<file path="config.mk">
export PLATFORM = sky130hd
export DESIGN_NAME = stream_demux2
export DESIGN_NICKNAME = d
export VERILOG_FILES = /design/src/rtl/stream_demux2.sv
export SDC_FILE = /design/constraint.sdc
export NUM_CORES = 1
export LEC_CHECK = 0
export CELL_PAD_IN_SITES_DETAIL_PLACEMENT = 0
export CELL_PAD_IN_SITES_GLOBAL_PLACEMENT = 1
export CORE_MARGIN = 2
export CORE_UTILIZATION = 41
export CTS_BUF_LIST = sky130_fd_sc_hd__clkbuf_8 sky130_fd_sc_hd__clkbuf_16
export DETAILED_ROUTE_END_ITERATION = 10
export PLACE_DENSITY = 0.86
export SLEW_MARGIN = 0
export SYNTH_ARGS = -nofsm -noshare
export SYNTH_HDL_FRONTEND = slang
export SYNTH_SLANG_ARGS = --single-unit
</file>
<file path="constraint.sdc">
create_clock -name clk -period 2.75 [get_ports clk]
set_input_delay 0.4125 -clock clk [delete_from_list [all_inputs] [get_ports clk]]
set_output_delay 0.4125 -clock clk [all_outputs]
set_load 0.01 [all_outputs]
</file>
<file path="src/rtl/stream_demux2.sv">
// One-input, two-output stream demultiplexer. Each output port has its own
// 2-entry FIFO, so a stalled port never blocks traffic headed for the other.
module stream_demux2 #(
    parameter int N = 32
) (
    input  logic         clk,
    input  logic         rst,
    input  logic [N-1:0] in_data,
    input  logic         in_sel,
    input  logic         in_valid,
    output logic         in_ready,
    output logic [N-1:0] out_a_data,
    output logic         out_a_valid,
    input  logic         out_a_ready,
    output logic [N-1:0] out_b_data,
    output logic         out_b_valid,
    input  logic         out_b_ready,
    output logic         busy
);

    // Index 0 is port A, index 1 is port B. head is the entry on the output.
    logic [N-1:0] head_q  [2];
    logic [N-1:0] head_d  [2];
    logic [N-1:0] tail_q  [2];
    logic [N-1:0] tail_d  [2];
    logic [1:0]   count_q [2];
    logic [1:0]   count_d [2];
    logic         in_ready_s;
    logic [1:0]   push_s;
    logic [1:0]   pop_s;

    // Input acceptance looks only at the selected port's occupancy, never at downstream ready.
    always_comb begin
        if (rst) begin
            in_ready_s = 1'b0;
        end else if (in_sel) begin
            in_ready_s = (count_q[1] < 2'd2);
        end else begin
            in_ready_s = (count_q[0] < 2'd2);
        end
        push_s[0] = in_valid & in_ready_s & ~in_sel;
        push_s[1] = in_valid & in_ready_s & in_sel;
        pop_s[0]  = (count_q[0] != 2'd0) & out_a_ready;
        pop_s[1]  = (count_q[1] != 2'd0) & out_b_ready;
    end

    // Per-port FIFO next state; a push at count 2 cannot occur because in_ready is low.
    always_comb begin
        for (int p = 0; p < 2; p++) begin
            head_d[p]  = head_q[p];
            tail_d[p]  = tail_q[p];
            count_d[p] = count_q[p];
            case ({push_s[p], pop_s[p]})
                2'b10: begin
                    if (count_q[p] == 2'd0) begin
                        head_d[p] = in_data;
                    end else begin
                        tail_d[p] = in_data;
                    end
                    count_d[p] = count_q[p] + 2'd1;
                end
                2'b01: begin
                    head_d[p]  = tail_q[p];
                    count_d[p] = count_q[p] - 2'd1;
                end
                2'b11: begin
                    if (count_q[p] == 2'd2) begin
                        head_d[p] = tail_q[p];
                        tail_d[p] = in_data;
                    end else begin
                        head_d[p] = in_data;
                    end
                end
                default: begin
                    count_d[p] = count_q[p];
                end
            endcase
        end
    end

    // FIFO state registers with synchronous clear.
    always_ff @(posedge clk) begin
        if (rst) begin
            for (int p = 0; p < 2; p++) begin
                head_q[p]  <= '0;
                tail_q[p]  <= '0;
                count_q[p] <= 2'd0;
            end
        end else begin
            for (int p = 0; p < 2; p++) begin
                head_q[p]  <= head_d[p];
                tail_q[p]  <= tail_d[p];
                count_q[p] <= count_d[p];
            end
        end
    end

    assign in_ready    = in_ready_s;
    assign out_a_data  = head_q[0];
    assign out_a_valid = (count_q[0] != 2'd0);
    assign out_b_data  = head_q[1];
    assign out_b_valid = (count_q[1] != 2'd0);
    assign busy        = (count_q[0] != 2'd0) | (count_q[1] != 2'd0);

endmodule

</file>
-- Yosys cells after proc, flatten, opt, wreduce, memory -nomap -nowiden
Memories as Yosys holds them, arrays and structs flattened.
Index checks and enable logic that the tools add are counted.
- flip-flop bits (word level): 0
- latch bits: 0
- bits in writable memories: 132
- memory bits (read-only): 0
- input bits: 38
- output and inout bits: 68
- logic and storage cells: 59
- memories: 3
- $add $sub $neg: 4
- multipliers: 0
- div/mod/pow operators: 0
- $lt $le $gt $ge: 2
- equal/unequal tests: 8
- shift operators: 0
- multiplexer cells: 25
- bitwise operators: 13
- reduce and logical (&&, ||, !) cells: 4
- memories (memory ; depth ; width ; read ports ; clocked after memory_dff ; wr ports ; line ; source):
    head_q ; 2 ; 32 ; 2 ; 0 ; 2 ; 22 ; logic [N-1:0] head_q [2];
    tail_q ; 2 ; 32 ; 2 ; 0 ; 2 ; 24 ; logic [N-1:0] tail_q [2];
    count_q ; 2 ; 2 ; 2 ; 0 ; 2 ; 26 ; logic [1:0] count_q [2];
- operators by type and width (cell ; number):
    $mux 32 ; 12
    $pmux 32 s3 ; 2
    $pmux 32 s2 ; 2
    $eq 2x2->1 const B ; 6
    $pmux 2 s2 ; 2
    $or 1x1->1 ; 7
    $and 1x1->1 ; 5
    $mux 1 ; 5
    $add 2x1->2 const B ; 2
    $eq 2x1->1 const B ; 2
    $logic_not 2->1 ; 2
    $lt 2x2->1 const B ; 2
    $mux 2 ; 2
    $reduce_bool 2->1 ; 2
    $sub 2x1->2 const B ; 2
    $not 1->1 ; 1

-- Longest topological paths before layout
Gate-level depths: netlist of run 1.
- depth in word-level cells: 8
- depth in mapped cells: 13
- gate-level depth less buffers: 8

-- Worst setup path after synthesis of run 1
No wires, ideal clock.
- path kind: input to register
- start point: in in_sel
- end point: mem head_q[0][10]
- setup time: 0.091 ns
- arrival: 2.354 ns
- required time: 2.659 ns
- setup slack: 0.305 ns
- stages: 9
- path buffers: 2
- path through: and2_1 > a211oi_1 > and3_1 > ha_1 > nor2b_1 > clkbuf_1 > clkbuf_1 > o211ai_1 > a311oi_1
- RTL lines (element ; line ; source):
    start, declared ; 9 ; input logic in_sel,
    end, declared ; 22 ;

==> flow_metrics.py, run 1 <==
metrics = {
    "floorplanning": {
        "design.die.area_sq_um": 17330,
        "fp.dieH_um": 131.6,
        "start_util_pct": 42.05,
        "rows": 46,
        "die_w_um": 131.6,
        "ios": 106,
        "core-area_sq_um": 15890,
    },
    "clock_tree": {
        "clkTransAtPathRegs_ps": 50,
        "clockRootBuffer": "clkbuf_16",
        "h-tree-depth": 4,
        "ctsResizeCount": 0,
        "holdBufCountCts": 0,
        "cts.sinks": 132,
        "cts_tree": "done",
        "cts.path.max_buffers": 2,
        "cts_setup_buffers": 0,
        "numCtsBuffers": 17,
        "worstSkewPairLatency_ps": 430,
    },
    "final_layout": {
        "n_antenna_cell": 0,
        "fin_util_pct": 52.79,
        "fillCellCount": 1456,
        "multiInputGateArea_sq_um": 3456,
        "fin_area_sq_um": 8386,
        "regArea_sq_um": 2643,
        "final_nets": 839,
        "syn_to_final_growth_pct": 25.53,
        "layout-drive-gt1-share_pct": 10.81,
    },
    "critical_path": {
        "worstPathArrival_ps": 2810,
        "crit_type": "reg -> reg",
        "end_kind": "register",
        "crit_fanout": 33,
        "path_cells": "nand4bb_1 -> buf_4 -> ha_1 -> buf_4 -> o211ai_1 -> a311oi_1",
        "cpMostUsedCell": "buf_4",
        "cp_slowest_cell": "dfxtp_1",
        "cp_slowest_stage_delay_ps": 510,
        "worstPathRequired_ps": 3080,
        "cp-start-kind": "register",
    },
    "yosys": {
        "yosysSeqAreaShare_pct": 39.56,
        "ys_warn_count": 0,
        "syn_area_sq_um": 6680,
        "yosysTopAreaCell": "dfxtp_1",
        "postSynthCellCount": 752,
        "ys_seq_elements": 132,
        "synth.top_cell.area_share_pct": 39.56,
        "yosys-top-cells-area": "dfxtp_1, o31ai_1, a311oi_1, a211oi_1, o211ai_1",
        "avgSynthCellArea_sq_um": 8.883,
        "synth.distinct_cells": 35,
        "syn_nets": 796,
    },
    "global_routing": {
        "grt_pass1_vias": 6565,
        "antenna_found_initial": 0,
        "grt_pass1_wl_mm": 35.82,
        "overflow": 0,
        "grt_max_degree": 98,
        "track_usage_pct": 25.50,
    },
    "detailed_routing": {
        "drt_iter0_drc": 793,
        "wl_per_cell_um": 22.35,
        "drc": 0,
        "dr.pass1.iters": 5,
        "antenna_left": 0,
        "routed_wl_mm": 22.82,
        "via_count": 6921,
        "post_drt_via_cell_ratio": 6.779,
    },
    "timing": {
        "tightest_slew_ps": 1111,
        "skew_ps": 6.524,
        "fin_crit_sh_pct": 90.12,
        "layout_setup_ws_ps": 271.8,
        "post-route-min-period_ps": 2478,
        "rsz0062_at_grt": "false",
        "tns_ps": 0,
        "maxSlewViolCount": 0,
        "maxSlewHeadroom_pct": 25.86,
        "setup_viol": 0,
        "fmax_mhz": 403.5,
        "finalHoldViolations": 0,
    },
    "placement": {
        "placed_cell_area_sq_um": 7815,
        "gp_congestion": 0.7852,
        "dp_hpwl_mm": 13.84,
        "place_ws_ps": -26.69,
        "portBuffers": 105,
    },
    "power": {
        "power.leakage_nw": 2.576,
        "powerDensity_nw_per_um2": 770.8,
        "vdd_drop_max_v": 0.0004685,
    },
    "run": {
        "timing.max_cap.violations": 0,
    },
    "worst_hold_path": {
        "hold_class": "reg -> reg",
    },
    "status": {
        "status": "finished, final reports clean",
    },
}
critical path: cells and delay by family, from the launching register on:
kind	cells	cell delay (ps)
flip-flops	1	510
buffers and inverters	2	780
AO/OA/AOI/OAI	2	510
AND/OR/NAND/NOR	1	280
adder cells (fa/ha/maj)	1	270
flip-flops by register name, indices dropped and copies added, names as in the netlist:
register and cells:
head_q 64, tail_q 64, count_q 4
cells in the mapped netlist (all sizes together):
library cell and number:
nor2b 3, o21ai 35, or3 2, o31ai 96, xnor2 2, buf 49, dfxtp 132, nand2b 1
and2 3, xor2 2, nor2 5, a21oi 66, nor4b 1, and3 1, nand3 1, or2 1
a21o 2, and3b 1, nand4 64, inv 8, a211oi 65, o211ai 64, nand2 3, ha 6
a311oi 64, nand4bb 1, clkbuf 74
power breakdown:
| part | leakage (nW) | switching (W) | internal (W) | total, W |
|---|---|---|---|---|
| clock | 0.291 | 0.000806 | 0.00139 | 0.00219 |
| combinational | 1.21 | 0.00113 | 0.000815 | 0.00194 |
| sequential | 1.08 | 0.000176 | 0.00215 | 0.00233 |
cell usage in the layout (no fill, tap or decap):
master           instances
nand4_1                 64
inv_2                    4
o21ai_2                  1
a21o_1                   2
nor2_1                   2
clkbuf_16               17
a311oi_1                64
buf_12                   4
or2_2                    1
nand3_1                  1
nand4bb_1                1
and2_1                   2
or3_1                    2
a21oi_1                 66
dfxtp_1                132
xnor2_1                  2
nor4b_4                  1
inv_4                    1
ha_1                     6
nor2_2                   2
nand2_2                  1
and3_1                   1
and3b_1                  1
o211ai_1                64
nand2_1                  2
nand2b_1                 1
o21ai_0                 34
clkinv_2                 3
buf_4                   39
bufinv_16                1
o31ai_1                 96
clkbuf_8                 7
a211oi_1                65
nor2_4                   1
inv_1                    4
and2_2                   1
nor2b_2                  3
clkdlybuf4s50_1        104
xor2_1                   2
worst paths after layout:
| path | start | depth (start not counted) | slack (ps) | endpoint |
|---|---|---|---|---|
| worst max-delay path | count_q[0][3] | 6 | 270 | head_q[0][42] |
| worst min register to register | tail_q[0][23] | 2 | 470 | tail_q[0][23] |
| worst min-delay path | tail_q[0][23] | 2 | 470 | tail_q[0][23] |
| worst max register to register | count_q[0][3] | 6 | 270 | head_q[0][42] |
per-stage QoR:
stage          std cells  hold slack [ps]  total power (W)
6_report            1021            472.9         0.006464
5_1_grt             1021            487.1         0.006728
4_1_cts             1021            471.0         0.006453
3_5_place_dp         992            462.5         0.004278
3_3_place_gp         992            454.6         0.004211
2_1_floorplan        752            448.8         0.003460
final cells by class:
cell class	count	area share, %
Clock buffer	24	6.222
Clock inverter	5	0.5819
Inverter	8	0.3879
Multi-Input combinational cell	489	41.21
Sequential cell	132	31.51
Tap cell	216	3.223
Timing Repair Buffer	147	16.86
routing by layer:
layer / global-route usage (%) / vias up / wire length, um / part of all wire, %
met5: 0 / - / 0 / 0
met2: 40.66 / 338 / 10930 / 48
met4: 13.29 / 0 / 935 / 4.1
li1: - / 3136 / - / -
met3: 4.861 / 51 / 1471 / 6.4
met1: 32.75 / 3396 / 9489 / 42
kinds of logic (layout without fill, tap and decap cells):
kind of cell / Yosys count / after routing / share of synthesized area (%)
flip-flops: 132 / 132 / 39.56
AND/OR/NAND/NOR: 87 / 87 / 8.279
buffers and inverters: 131 / 184 / 8.991
XOR/XNOR: 4 / 4 / 0.5245
AO/OA/AOI/OAI: 392 / 392 / 41.52
adder cells (fa/ha/maj): 6 / 6 / 1.124
No activity file was read; power rests on OpenSTA's default activity.
==> inputs of run 2 (changes only) <==
--- a/config.mk
+++ b/config.mk
@@ -10,6 +10,7 @@
 export CORE_MARGIN = 2
 export CORE_UTILIZATION = 41
 export CTS_BUF_LIST = sky130_fd_sc_hd__clkbuf_8 sky130_fd_sc_hd__clkbuf_16
+export CTS_CLUSTER_DIAMETER = 50
 export DETAILED_ROUTE_END_ITERATION = 10
 export PLACE_DENSITY = 0.86
 export SLEW_MARGIN = 0
==> results of run 2 <==
The final DEF is identical to that of run 1; final timing and power are the same.
